--- config.mk ---
export PLATFORM = sky130hd
export DESIGN_NAME = sram_like_ram_slave_flat
export DESIGN_NICKNAME = d
export VERILOG_FILES = /design/src/rtl/sram_like_ram_slave_if.sv /design/src/rtl/sram_like_ram_slave.sv /design/src/flat_wrapper.sv
export SDC_FILE = /design/constraint.sdc
export NUM_CORES = 1
export LEC_CHECK = 0
export CELL_PAD_IN_SITES_DETAIL_PLACEMENT = 1
export CELL_PAD_IN_SITES_GLOBAL_PLACEMENT = 1
export CORE_ASPECT_RATIO = 0.6
export CORE_MARGIN = 3
export CORE_UTILIZATION = 31
export DETAILED_ROUTE_END_ITERATION = 6
export PLACE_DENSITY_LB_ADDON = 0.25
export SYNTH_ARGS = -nofsm -noshare
export SYNTH_HDL_FRONTEND = slang
export SYNTH_SLANG_ARGS = --single-unit
export TNS_END_PERCENT = 10
--- constraint.sdc ---
create_clock -name clk -period 3.9 [get_ports clk]
set_input_delay 0.78 -clock clk [delete_from_list [all_inputs] [get_ports clk]]
set_output_delay 0.78 -clock clk [all_outputs]
set_load 0.005 [all_outputs]
--- src/rtl/sram_like_ram_slave_if.sv ---
// CPU-side sram-like handshake bundle (req/addr_ok/data_ok) between the CPU master and the RAM slave.
interface sram_like_ram_slave_if;
  logic        req;
  logic        wr;
  logic [1:0]  size;
  logic [31:0] addr;
  logic [3:0]  wstrb;
  logic [31:0] wdata;
  logic        addr_ok;
  logic        data_ok;
  logic [31:0] rdata;

  modport master (
    output req, wr, size, addr, wstrb, wdata,
    input  addr_ok, data_ok, rdata
  );

  modport slave (
    input  req, wr, size, addr, wstrb, wdata,
    output addr_ok, data_ok, rdata
  );
endinterface

--- src/rtl/sram_like_ram_slave.sv ---
// sram-like CPU port slave onto a 1-cycle synchronous RAM, in-order responses, up to DEPTH outstanding.
// Optional macro RAND_DELAY_EN enables LFSR-driven stall injection on addr_ok and data_ok.
module sram_like_ram_slave #(
  parameter int unsigned DEPTH     = 2,
  parameter int unsigned RAM_AW    = 16,
  parameter logic [15:0] LFSR_SEED = 16'hACE1
) (
  input  logic                clk,
  input  logic                reset,
  sram_like_ram_slave_if.slave bus,
  output logic                ram_en,
  output logic [3:0]          ram_we,
  output logic [RAM_AW-1:0]   ram_addr,
  output logic [31:0]         ram_wdata,
  input  logic [31:0]         ram_rdata
);

  localparam int unsigned PTR_W = (DEPTH > 1) ? $clog2(DEPTH) : 1;
  localparam int unsigned CNT_W = $clog2(DEPTH + 1);
  localparam int unsigned OCC_W = $clog2(DEPTH + 2);

  logic              stall_acc;
  logic              stall_rsp;
  logic              acc;
  logic              push;
  logic              pop;

  logic              p1_valid_q, p1_valid_d;
  logic              p1_wr_q, p1_wr_d;

  logic [31:0]       mem_q [DEPTH];
  logic [PTR_W-1:0]  wr_ptr_q, wr_ptr_d;
  logic [PTR_W-1:0]  rd_ptr_q, rd_ptr_d;
  logic [CNT_W-1:0]  count_q, count_d;
  logic [OCC_W-1:0]  occupancy;
  logic [31:0]       push_data;

  // Stall generation: LFSR-driven when enabled, tied off otherwise.
`ifdef RAND_DELAY_EN
  logic [15:0] lfsr_q, lfsr_d;

  always_comb begin
    lfsr_d = {1'b0, lfsr_q[15:1]} ^ (lfsr_q[0] ? 16'hB400 : 16'h0000);
  end

  always_ff @(posedge clk or posedge reset) begin
    if (reset) begin
      lfsr_q <= LFSR_SEED;
    end else begin
      lfsr_q <= lfsr_d;
    end
  end

  assign stall_acc = lfsr_q[0] & lfsr_q[1];
  assign stall_rsp = lfsr_q[2] & lfsr_q[3];
`else
  logic unused_seed;
  assign unused_seed = ^LFSR_SEED;
  assign stall_acc   = 1'b0;
  assign stall_rsp   = 1'b0;
`endif

  // Only the word address reaches the RAM; size is informational.
  logic unused_bits;
  assign unused_bits = ^{bus.size, bus.addr[1:0], bus.addr[31:RAM_AW+2]};

  assign pop  = (count_q != '0) & ~stall_rsp;
  assign push = p1_valid_q;

  // Accept only when the response slot is guaranteed; no path from req.
  assign occupancy   = OCC_W'(p1_valid_q) + OCC_W'(count_q) - OCC_W'(pop);
  assign bus.addr_ok = ~reset & ~stall_acc & (occupancy < OCC_W'(DEPTH));
  assign acc         = bus.req & bus.addr_ok;

  assign ram_en    = acc;
  assign ram_we    = (acc & bus.wr) ? bus.wstrb : 4'h0;
  assign ram_addr  = bus.addr[RAM_AW+1:2];
  assign ram_wdata = bus.wdata;

  assign bus.data_ok = pop;
  assign bus.rdata   = pop ? mem_q[rd_ptr_q] : 32'h0;

  assign push_data = p1_wr_q ? 32'h0 : ram_rdata;

  always_comb begin
    p1_valid_d = acc;
    p1_wr_d    = acc & bus.wr;
  end

  always_ff @(posedge clk or posedge reset) begin
    if (reset) begin
      p1_valid_q <= 1'b0;
      p1_wr_q    <= 1'b0;
    end else begin
      p1_valid_q <= p1_valid_d;
      p1_wr_q    <= p1_wr_d;
    end
  end

  // Pointer/count next state; pointers wrap at DEPTH-1 so DEPTH=1 stays at zero.
  always_comb begin
    wr_ptr_d = wr_ptr_q;
    rd_ptr_d = rd_ptr_q;
    count_d  = count_q;
    if (push) begin
      wr_ptr_d = (wr_ptr_q == PTR_W'(DEPTH - 1)) ? '0 : wr_ptr_q + PTR_W'(1);
    end
    if (pop) begin
      rd_ptr_d = (rd_ptr_q == PTR_W'(DEPTH - 1)) ? '0 : rd_ptr_q + PTR_W'(1);
    end
    case ({push, pop})
      2'b10:   count_d = count_q + CNT_W'(1);
      2'b01:   count_d = count_q - CNT_W'(1);
      default: count_d = count_q;
    endcase
  end

  always_ff @(posedge clk or posedge reset) begin
    if (reset) begin
      wr_ptr_q <= '0;
      rd_ptr_q <= '0;
      count_q  <= '0;
    end else begin
      wr_ptr_q <= wr_ptr_d;
      rd_ptr_q <= rd_ptr_d;
      count_q  <= count_d;
    end
  end

  // Response storage carries no reset; validity is tracked by count_q.
  always_ff @(posedge clk) begin
    if (push) begin
      mem_q[wr_ptr_q] <= push_data;
    end
  end

  a_no_overflow: assert property (@(posedge clk) disable iff (reset)
    !(push && !pop && (count_q == CNT_W'(DEPTH))));

endmodule

--- src/flat_wrapper.sv ---
// flat-port wrapper written by rule: the top's interface ports become plain ports
module sram_like_ram_slave_flat 
#(
  parameter int unsigned DEPTH     = 2,
  parameter int unsigned RAM_AW    = 16,
  parameter logic [15:0] LFSR_SEED = 16'hACE1
)
  (clk, reset, ram_en, ram_we, ram_addr, ram_wdata, ram_rdata, bus_req, bus_wr, bus_size, bus_addr, bus_wstrb, bus_wdata, bus_addr_ok, bus_data_ok, bus_rdata);
  sram_like_ram_slave_if bus_i ();
  input  logic clk;
  input  logic reset;
  output logic ram_en;
  output logic [3:0] ram_we;
  output logic [RAM_AW-1:0] ram_addr;
  output logic [31:0] ram_wdata;
  input  logic [31:0] ram_rdata;
  input wire logic [$bits(bus_i.req)-1:0] bus_req;
  input wire logic [$bits(bus_i.wr)-1:0] bus_wr;
  input wire logic [$bits(bus_i.size)-1:0] bus_size;
  input wire logic [$bits(bus_i.addr)-1:0] bus_addr;
  input wire logic [$bits(bus_i.wstrb)-1:0] bus_wstrb;
  input wire logic [$bits(bus_i.wdata)-1:0] bus_wdata;
  output wire logic [$bits(bus_i.addr_ok)-1:0] bus_addr_ok;
  output wire logic [$bits(bus_i.data_ok)-1:0] bus_data_ok;
  output wire logic [$bits(bus_i.rdata)-1:0] bus_rdata;
  assign bus_i.req = bus_req;
  assign bus_i.wr = bus_wr;
  assign bus_i.size = bus_size;
  assign bus_i.addr = bus_addr;
  assign bus_i.wstrb = bus_wstrb;
  assign bus_i.wdata = bus_wdata;
  assign bus_addr_ok = bus_i.addr_ok;
  assign bus_data_ok = bus_i.data_ok;
  assign bus_rdata = bus_i.rdata;
  sram_like_ram_slave #(.DEPTH(DEPTH), .RAM_AW(RAM_AW), .LFSR_SEED(LFSR_SEED)) u_core (.clk(clk), .reset(reset), .bus(bus_i), .ram_en(ram_en), .ram_we(ram_we), .ram_addr(ram_addr), .ram_wdata(ram_wdata), .ram_rdata(ram_rdata));
endmodule
# After elaboration in Yosys (flattened, before gate mapping)
# Memories as Yosys holds them, arrays and structs flattened.
# Cells that the tools add are included.
# W data, S select, Z words.
word_totals:
  reg_bits: 6
  mem_bits_rw: 64
  out_inout_bits: 87
  memories: 1
  wordCells: 29
classes:
  bitwise_logic: 4
  n_lt_le_gt_ge: 1
  eq_ne: 2
  n_reduce_logical: 2
  addsub: 6
  muxes: 8
mem_list:
  columns: ["memory", "depth", "word_bits", "rd", "rd_ports_with_merged_regs", "wr", "line", "source"]
  rows:
  - ["u_core.mem_q", 2, 32, 1, 0, 1, "sram_like_ram_slave.sv:31", "logic [31:0] mem_q [DEPTH];"]
op_table:
  columns: ["operator", "n"]
  rows:
  - ["$mux W32", 2]
  - ["$mux W1", 4]
  - ["$mux W4", 1]
  - ["$pmux W2 S2", 1]
  - ["$reduce_bool A2 Y1", 2]
  - ["$and A1 B1 Y1", 3]
  - ["$add A1 B1 Y1 const B", 2]
  - ["$add A1 B2 Y2", 1]
  - ["$add A2 B1 Y2 const B", 1]
  - ["$eq A2 B1 Y1 const B", 1]
  - ["$eq A2 B2 Y1 const B", 1]
  - ["$lt A2 B2 Y1 const B", 1]
  - ["$sub A2 B1 Y2", 1]
  - ["$sub A2 B1 Y2 const B", 1]
  - ["$not A1 Y1", 1]

# Logic depth before layout (Yosys ltp)
# Gate-level depths: netlist of run 1.
logic_depth:
  depth_word: 7
  mapped_depth: 7
  ltp_nobuf: 6

# Least setup slack after synthesis of run 1
# OpenSTA, ideal clock, no wires.
synth_path:
  path_type: "register to output"
  from: "register u_core.count_q[0]"
  to: "output ram_en"
  path_buffers: 1
  path_slack_ns: 1.278
  path_stages_with_launch: 8
  required_ns: 3.120
  t_arrival_ns: 1.842
  cell_sequence: "dfrtp_1 > nor2_2 > buf_2 > inv_1 > ha_1 > and2b_1 > xnor2_2 > nor2b_1"
synth_between:
  elab_chain_cells: 5
  elab_cells_between_ends: 6
  classes_between: "add/sub (2); order compare (1); bitwise (2); reduce/logical (1)"
synth_lines:
  columns: ["item", "line", "source"]
  rows:
  - ["start, declared", "sram_like_ram_slave.sv:34", "logic [CNT_W-1:0] count_q, count_d;"]
  - ["start signal, assigned", "sram_like_ram_slave.sv:126", "count_q <= count_d;"]
  - ["$reduce_bool A2 Y1", "sram_like_ram_slave.sv:67", "assign pop = (count_q != '0) & ~stall_rsp;"]
  - ["named net bus_data_ok", "flat_wrapper.sv:24", "output wire logic [$bits(bus_i.data_ok)-1:0] bus_data_ok;"]
  - ["$sub A2 B1 Y2", "sram_like_ram_slave.sv:71", "assign occupancy = OCC_W'(p1_valid_q) + OCC_W'(count_q) - OCC_W'(pop);"]
  - ["$lt A2 B2 Y1", "sram_like_ram_slave.sv:72", "assign bus.addr_ok = ~reset & ~stall_acc & (occupancy < OCC_W'(DEPTH));"]
  - ["$and A1 B1 Y1", "sram_like_ram_slave.sv:72", null]
  - ["$and A1 B1 Y1", "sram_like_ram_slave.sv:73", "assign acc = bus.req & bus.addr_ok;"]
  - ["end, declared", "flat_wrapper.sv:12", "output logic ram_en;"]
# The timed path passes the listed nets, and every way through them passes these cells.

# Final worst setup path of run 1
layout_path:
  from: "register u_core.count_q[0]"
  to: "output ram_en"
layout_between:
  elab_chain_cells: 5
  elab_cells_between_ends: 6
  classes_between: "add/sub (2); order compare (1); bitwise (2); reduce/logical (1)"
layout_lines:
  columns: ["item", "line"]
  rows:
  - ["$add A1 B2 Y2 / $reduce_bool A2 Y1 (equally long branches)", "sram_like_ram_slave.sv:71, sram_like_ram_slave.sv:67"]
  - ["$sub A2 B1 Y2 (*)", "sram_like_ram_slave.sv:71"]
  - ["$lt A2 B2 Y1 (*)", "sram_like_ram_slave.sv:72"]
  - ["$and A1 B1 Y1 (*)", "sram_like_ram_slave.sv:72"]
  - ["$and A1 B1 Y1 (*)", "sram_like_ram_slave.sv:73"]
# Mark *: on every way between the ends. The rest lies on a longest branch, timed or not.

==> flow_summary_export.csv, run 1 <==
group,metric,value,unit
worst_hold_path,whs_path_depth,1,
finish,final_cell_mix,"clkdlybuf4s50_1, edfxtp_1, nor2_1",
yosys,synthTopCellsByArea,"edfxtp_1, buf_4, mux2i_1",
timing,worst_slew_pin_slew,1.01,ns
grt,antenna_found_initial,1,
yosys,synth.top_cell.area_share,0.578,
cts,clock_latency,0.33,ns
cts,clk_pin_slew,0.05,ns
finish,n_fill_cell,1071,
timing,report.final.hold_viol_count,0,
grt,grt_pass1_vias,2085,
yosys,syn_area,3320,µm²
drt,vias,1886,
worst_hold_path,min-delay-start,"u_core.p1_valid_q$_DFF_PP0_",
finish,drive_gt1_frac,0.0816,
finish,area_delta_synth_final,26.9,%
cts,cts_max_path_buffers,2,
drt,ant_nets,0,
timing,tns,0,ns
critical_path,rr_startpoint,"u_core.count_q[0]$_DFFE_PP0N_",
floorplan,start_util,0.327,
finish,sequential_cell_area,2070,µm²
critical_path,crit_chain,"nor2_4 -> inv_1 -> ha_1 -> and2b_1 -> xnor2_2 -> nor2b_1 -> clkdlybuf4s50_1",
timing,rsz0062_at_grt,"no",
critical_path,path_max_fanout,7,
grt,grt_pass1_wl,10900,µm
floorplan,die_y,86.2,µm
drt,first_iter_violations,126,
critical_path,startpoint,"u_core.count_q[0]$_DFFE_PP0N_",
timing,setup_viol,0,
worst_hold_path,min-delay-path-class,"flop to flop",
critical_path,worst_setup_path_end_kind,"primary output",
timing,final-max-slew-violation-count,0,
drt,first_pass_iters,5,
floorplan,core_area,10200,µm²
yosys,ys_warn_count,0,
pwr,ir_drop,430,µV
cts,h-tree-depth,3,
timing,slew_headroom,0.322,
cts,cts_inserted_buffers,9,
critical_path,worstSetupStartpointType,"flop",
placement,dpl.hpwl,4470,µm
timing,clock_skew,0.00504,ns
yosys,synth-seq-cells,70,
critical_path,worst_path_max_delay_cell,"clkdlybuf4s50_1",
drt,drt_wl_total,6930,µm
cts,clock-sinks,70,
cts,cts-root-buf,"clkbuf_16",
floorplan,rows,28,
floorplan,fp.dieW,140,µm
timing,fin_crit_sh,0.841,
floorplan,ios,193,
critical_path,worstPathArrival,2.50,ns
yosys,synth.net_count,362,
placement,gp_congestion,0.662,
critical_path,slowest_delay,0.46,ns
cts,cts_setup_buffers,0,
finish,multiInputGateArea,841,µm²
run_status,status,"finished clean",
flow_run,max_cap_viol_count,0,
drt,viasPerCell,4.40,
placement,placedCellCount,413,
floorplan,die-area,12000,µm²
critical_path,critPathKind,"flop to primary output",
yosys,synth_cells,254,
cts,cts_resized,0,
finish,fin_cells,429,
drt,post-route-drc-count,0,
grt,overflow,0,
yosys,yosysSeqAreaShare,0.623,
critical_path,reg2reg_depth,6,
yosys,synthDistinctLibCells,19,
finish,antenna_cells,0,
grt,grt_use_total,0.121,
grt,grt_max_degree,34,
critical_path,required,3.12,ns
yosys,synth_top_area_cell,"edfxtp_1",
timing,fmaxAchievable,305,MHz
cts,cts_hold_buf,0,
drt,wire_per_inst,16.2,µm
pwr,cellPowerDensity,759,nW/µm²
placement,numPortBuffers,78,
timing,fin_crit,3.28,ns
cts,cts_tree,"built",
yosys,avgSynthCellArea,13.1,µm²
finish,nNetsFinal,397,
finish,final_common_cell,"clkdlybuf4s50_1",
pwr,leakage,1.55,nW
## area by class of cell
cell class	count	share of cell area
Sequential cell	70	0.491
Multi-Input combinational cell	123	0.199
Timing Repair Buffer	82	0.192
Clock buffer	9	0.0534
Tap cell	135	0.0400
Clock inverter	7	0.0211
Inverter	3	0.00267
## layer usage
layer | GRT usage | wire [µm] | vias to the layer above
li1 | - | - | 884
met1 | 0.151 | 3230 | 902
met2 | 0.177 | 3060 | 81
met3 | 0.0717 | 530 | 17
met4 | 0.0387 | 107 | 2
met5 | 0 | 13 | -
## final timing paths
| kind | to | slack (ns) |
|---|---|---|
| worst max-delay path | ram_en | 0.62 |
| max in group asynchronous | u_core.rd_ptr_q$_DFFE_PP0N_ | 2.90 |
| worst max register to register | u_core.p1_valid_q$_DFF_PP0_ | 2.05 |
| min in group asynchronous | u_core.wr_ptr_q$_DFFE_PP0P_ | 0.79 |
| worst min register to register | u_core.wr_ptr_q$_DFFE_PP0P_ | 0.50 |
| worst min-delay path | u_core.wr_ptr_q$_DFFE_PP0P_ | 0.50 |
## synth_stat cells (all sizes together)
| library cell | n |
|---|---|
| nor2 | 40 |
| nand3 | 4 |
| mux2i | 32 |
| and2 | 1 |
| nor2b | 34 |
| dfrtp | 6 |
| nor3 | 1 |
| edfxtp | 64 |
| inv | 3 |
| xor2 | 2 |
| clkbuf | 3 |
| buf | 55 |
| and2b | 1 |
| xnor2 | 5 |
| ha | 2 |
| nand2 | 1 |
## report_power, final
group	internal [W]	switching, W	total [W]
combinational	0.000666	0.000568	0.00123
clock	0.000554	0.000297	0.000851
sequential	0.00103	0.0000910	0.00112
## state kept, by name, indices dropped and copies added, names as in the netlist
register           count
u_core.mem_q          64
u_core.count_q         2
u_core.p1_valid_q      1
u_core.p1_wr_q         1
u_core.rd_ptr_q        1
u_core.wr_ptr_q        1
## cell families after synthesis
group | count (synthesis) | share of synthesized area
XOR/XNOR | 7 | 0.0207
adder cells (fa/ha/maj) | 2 | 0.00753
multiplexers | 32 | 0.0964
AND/OR/NAND/NOR | 82 | 0.124
flip-flops | 70 | 0.623
buffers and inverters | 61 | 0.128
## stage by stage
step | area (µm²) | setup WS, ns | utilization | hold WS, ns | total power (W)
global placement | 3910 | 0.774 | 0.384 | 0.479 | 0.00238
finish | 4220 | 0.619 | 0.415 | 0.502 | 0.00320
detailed placement | 3910 | 0.769 | 0.384 | 0.483 | 0.00240
CTS | 4220 | 0.565 | 0.415 | 0.507 | 0.00327
global route | 4220 | 0.429 | 0.415 | 0.532 | 0.00341
floorplan | 3320 | 1.28 | - | 0.452 | 0.00178
## worst max-delay path, delay by kind of cell, from the launching register on
kind	cells	cell delay, ns
xor gates and xnor gates	1	0.38
adders and majority gates	1	0.32
and+or+nand+nor	3	0.48
DFF	1	0.44
buffers and inverters	2	0.54
Note: power is estimated with default switching activity, not from simulation.
==> inputs of run 2 (changes only) <==
- CORE_UTILIZATION: 31 -> 26
- clock period: 3.9 -> 2.8 ns (I/O delays scaled with it)
==> flow_summary_export.csv, run 2 (same netlist as run 1, synthesis figures left out) <==
group,metric,value,unit
run_status,status,"finished clean",
drt,vias,1873,
placement,pre_cts_ws,-0.0115,ns
timing,setup_viol,0,
finish,antenna_cells,0,
finish,design_area,4350,µm²
floorplan,core_area,12300,µm²
finish,n_fill_cell,1306,
floorplan,start_util,0.271,
critical_path,worst_setup_path_end_kind,"primary output",
cts,cts_hold_buf,0,
critical_path,reg2reg_depth,7,
drt,first_iter_violations,80,
floorplan,die-area,14200,µm²
finish,final_common_cell,"clkdlybuf4s50_1",
cts,cts_tree,"built",
placement,numPortBuffers,78,
finish,final_cell_mix,"clkdlybuf4s50_1, edfxtp_1, nor2_1",
cts,cts_inserted_buffers,9,
timing,fmaxAchievable,380,MHz
timing,slew_headroom,0.420,
timing,clock_skew,0.00376,ns
finish,area_delta_synth_final,30.7,%
drt,first_pass_iters,4,
finish,largest_register,"u_core.mem_q",
grt,overflow,0,
floorplan,die_y,93.6,µm
critical_path,worstSetupStartpointType,"flop",
drt,ant_nets,0,
cts,cts-root-buf,"clkbuf_16",
floorplan,ios,193,
finish,fin_cells,464,
grt,grt_max_degree,34,
drt,drt_wl_total,6930,µm
placement,gp_congestion,0.649,
timing,rsz0062_at_grt,"no",
pwr,leakage,1.62,nW
grt,grt_pass1_wl,11000,µm
finish,post-route-util,0.355,
grt,antenna_found_initial,0,
critical_path,critPathKind,"flop to primary output",
timing,setup_ws,0.168,ns
drt,wire_per_inst,14.9,µm
timing,final-max-slew-violation-count,0,
flow_run,max_cap_viol_count,0,
floorplan,rows,31,
placement,place_area,3970,µm²
drt,viasPerCell,4.04,
drt,post-route-drc-count,0,
grt,grt_pass1_vias,2097,
worst_hold_path,min-delay-path-class,"flop to flop",
timing,worst_slew_pin_slew,0.870,ns
placement,placedCellCount,445,
cts,clock_latency,0.32,ns
critical_path,path_max_fanout,7,
placement,dpl.hpwl,4640,µm
cts,h-tree-depth,3,
finish,drive_gt1_frac,0.127,
finish,reg.largest.list,"u_core.mem_q x64, u_core.count_q x2",
timing,fin_crit,2.63,ns
cts,clock-sinks,70,
floorplan,fp.dieW,152,µm
finish,largest_reg_flops,64,
timing,report.final.hold_viol_count,0,
pwr,cellPowerDensity,1060,nW/µm²
critical_path,worstPathArrival,2.07,ns
finish,nNetsFinal,402,
grt,grt_use_total,0.101,
critical_path,required,2.24,ns
cts,cts_max_path_buffers,2,
pwr,ir_drop,292,µV
worst_hold_path,whs_path_depth,1,
cts,clk_pin_slew,0.06,ns
timing,fin_crit_sh,0.940,
==> run 2: metal layers <==
layer | share of wire | global-route usage
met2 | 0.47 | 0.161
met4 | 0.0088 | 0.0359
met1 | 0.47 | 0.122
met5 | 0 | 0
met3 | 0.053 | 0.0462
==> run 2: layout make-up <==
| cell class | count | area (µm²) | share of cell area |
|---|---|---|---|
| multi-input combinational | 123 | 876 | 0.201 |
| tap | 165 | 206 | 0.0475 |
| sequential | 70 | 2080 | 0.478 |
| inverter | 3 | 11.3 | 0.00259 |
| timing repair buffer | 87 | 853 | 0.196 |
| clock inverter | 7 | 98.8 | 0.0227 |
| clock buffer | 9 | 225 | 0.0518 |
==> run 2: final timing paths <==
path                                                from                            end  slack [ns]
max                        u_core.count_q[0]$_DFFE_PP0N_                         ram_en        0.17
min                          u_core.p1_valid_q$_DFF_PP0_    u_core.wr_ptr_q$_DFFE_PP0P_        0.52
max reg2reg                u_core.count_q[0]$_DFFE_PP0N_    u_core.p1_valid_q$_DFF_PP0_        1.07
min reg2reg                  u_core.p1_valid_q$_DFF_PP0_    u_core.wr_ptr_q$_DFFE_PP0P_        0.52
max in group asynchronous                          reset  u_core.count_q[1]$_DFFE_PP0N_        1.98
min in group asynchronous                          reset       u_core.p1_wr_q$_DFF_PP0_        0.59
==> run 2: metrics by stage <==
step / TNS (ns) / total power [W] / hold slack, ns
after floorplan: 0 / 0.00247 / 0.351
after global placement: 0 / 0.00334 / 0.482
after detailed placement: -0.0115 / 0.00337 / 0.509
after CTS: 0 / 0.00471 / 0.520
after global routing: 0 / 0.00490 / 0.534
final: 0 / 0.00460 / 0.521
==> run 2: what timing repair did <==
action                                  4_1_cts  5_1_grt
endpoints found under the setup margin        6        0
resized for setup                            14        0
setup buffers                                 3        0
==> run 2: where the power goes <==
part | internal [W] | total (W) | switching [W]
sequential | 0.00143 | 0.00156 | 0.000128
clock | 0.000782 | 0.00121 | 0.000424
combinational | 0.00102 | 0.00184 | 0.000825
total | 0.00323 | 0.00460 | 0.00138
==> run 2: worst max-delay path, cell delays in order (launching register included) <==
cell           delay (ns)
dfrtp_2              0.42
nor2_4               0.12
inv_2                0.06
ha_4                 0.27
and2b_2              0.25
xnor2_4              0.27
nor2b_2              0.09
dlygate4sd2_1        0.27
==> inputs of run 3 (changes only) <==
- CELL_PAD_IN_SITES_DETAIL_PLACEMENT: 1 -> unset
- CELL_PAD_IN_SITES_GLOBAL_PLACEMENT: 1 -> unset
- CORE_UTILIZATION: 26 -> 34
- TNS_END_PERCENT: 10 -> unset
==> flow_summary_export.csv, run 3 (same netlist as run 1, synthesis figures left out) <==
group,metric,value,unit
run_status,status,"finished clean",
grt,overflow,0,
finish,reg.largest.list,"u_core.mem_q x64, u_core.count_q x2",
cts,clock_latency,0.32,ns
timing,worst_slew_pin_slew,0.838,ns
grt,grt_use_total,0.120,
grt,grt_pass1_wl,9800,µm
placement,gp_congestion,0.709,
finish,n_fill_cell,874,
worst_hold_path,min_to,"u_core.wr_ptr_q$_DFFE_PP0P_",
floorplan,start_util,0.355,
floorplan,ios,193,
floorplan,fp.dieW,134,µm
cts,h-tree-depth,3,
worst_hold_path,min-delay-start,"u_core.p1_valid_q$_DFF_PP0_",
critical_path,worstPathArrival,2.10,ns
drt,post-route-drc-count,0,
timing,clock_skew,0.00499,ns
timing,rsz0062_at_grt,"no",
cts,cts_max_path_buffers,2,
timing,final-max-slew-violation-count,0,
cts,cts_tree,"built",
floorplan,core_area,9360,µm²
critical_path,worstSetupStartpointType,"flop",
timing,fmaxAchievable,376,MHz
pwr,fin_total_pwr,0.00430,W
drt,viasPerCell,4.37,
finish,nNetsFinal,400,
drt,wire_per_inst,14.8,µm
finish,post-route-util,0.448,
critical_path,worst_path_max_delay_cell,"dfrtp_2",
placement,place_area,3910,µm²
timing,slew_headroom,0.441,
drt,ant_nets,0,
worst_hold_path,whs_path_depth,1,
timing,fin_crit_sh,0.950,
worst_hold_path,min-delay-path-class,"flop to flop",
critical_path,r2r_setup_slack,1.17,ns
critical_path,path_max_fanout,7,
finish,drive_gt1_frac,0.0912,
flow_run,max_cap_viol_count,0,
placement,numPortBuffers,78,
critical_path,worst_setup_path_end_kind,"primary output",
timing,setup_viol,0,
placement,dpl.hpwl,4000,µm
timing,fin_crit,2.66,ns
cts,cts_inserted_buffers,9,
cts,cts-root-buf,"clkbuf_16",
finish,area_delta_synth_final,26.2,%
timing,report.final.hold_viol_count,0,
drt,drt_wl_total,6330,µm
finish,design_area,4200,µm²
timing,tns,0,ns
critical_path,crit_chain,"nor2_4 -> inv_1 -> ha_4 -> and2b_2 -> xnor2_4 -> nor2b_1 -> dlygate4sd2_1",
pwr,cellPowerDensity,1020,nW/µm²
cts,clock-sinks,70,
drt,vias,1860,
drt,first_iter_violations,117,
floorplan,rows,27,
finish,final_cell_mix,"clkdlybuf4s50_1, edfxtp_1, nor2_1",
critical_path,rr_startpoint,"u_core.count_q[0]$_DFFE_PP0N_",
finish,final_common_cell,"clkdlybuf4s50_1",
critical_path,required,2.24,ns
finish,largest_reg_flops,64,
grt,grt_pass1_vias,1911,
finish,antenna_cells,0,
critical_path,r2r_end,"u_core.p1_valid_q$_DFF_PP0_",
critical_path,reg2reg_depth,6,
critical_path,slowest_delay,0.42,ns
cts,cts_hold_buf,0,
critical_path,critPathKind,"flop to primary output",
pwr,ir_drop,426,µV
floorplan,die-area,11000,µm²
timing,hold_slack,0.489,ns
grt,grt_max_degree,34,
grt,antenna_found_initial,0,
drt,first_pass_iters,4,
cts,clk_pin_slew,0.05,ns
finish,largest_register,"u_core.mem_q",
floorplan,die_y,82.6,µm
pwr,leakage,1.57,nW
[run 3: changes by cell type in the layout (fill, tap and decap cells not counted), moves of 2 or more]
cell	delta
bufinv_16	-2
clkbuf_1	+2
clkinv_1	+4
clkinv_4	-3
[run 3: per-stage QoR]
step	instances	worst slack, ns
after floorplan	254	0.398
after global routing	426	0.00189
final	426	0.141
after global placement	409	0.138
after detailed placement	409	0.117
after CTS	426	0.102
[run 3: critical path: cells and delay by family, from the launching register on]
| family | cells | cell delay [ns] |
|---|---|---|
| and+or+nand+nor | 3 | 0.44 |
| adders and majority gates | 1 | 0.30 |
| xor gates and xnor gates | 1 | 0.26 |
| buffers and inverters | 2 | 0.36 |
| DFF | 1 | 0.42 |
[run 3: what timing repair did]
item / 4_1_cts / 5_1_grt
endpoints found under the setup margin: 6 / 0
buffers inserted: 2 / 0
resized for setup: 12 / 0
[run 3: per-layer routing]
layer	part of all wire	GRT usage
met1	0.47	0.146
met2	0.43	0.183
met5	0	0
met4	0.019	0.0503
met3	0.073	0.0593
[run 3: area by class of cell]
class / instances / area, µm² / area share
repair buffers: 85 / 826 / 0.197
well taps: 130 / 163 / 0.0388
clock buffers: 11 / 233 / 0.0555
inverters: 3 / 11.3 / 0.00268
clock inverters: 4 / 15.0 / 0.00358
flip-flops and latches: 70 / 2080 / 0.495
multi-input cells: 123 / 873 / 0.208
[run 3: report_power, final]
group          internal [W]  total (W)  switching (W)
Combinational      0.000990    0.00183       0.000836
Clock              0.000581   0.000953       0.000372
Sequential          0.00143    0.00152      0.0000885
[run 3: worst max-delay path by stage]
stage,from,end,depth (start not counted)
after floorplan,u_core.count_q[0]$_DFFE_PP0N_,ram_en,7
after global placement,u_core.count_q[0]$_DFFE_PP0N_,ram_en,7
after detailed placement,u_core.count_q[0]$_DFFE_PP0N_,ram_en,7
after CTS,u_core.count_q[0]$_DFFE_PP0N_,ram_en,7
after global routing,u_core.count_q[0]$_DFFE_PP0N_,ram_en,7
final,u_core.count_q[0]$_DFFE_PP0N_,ram_en,7
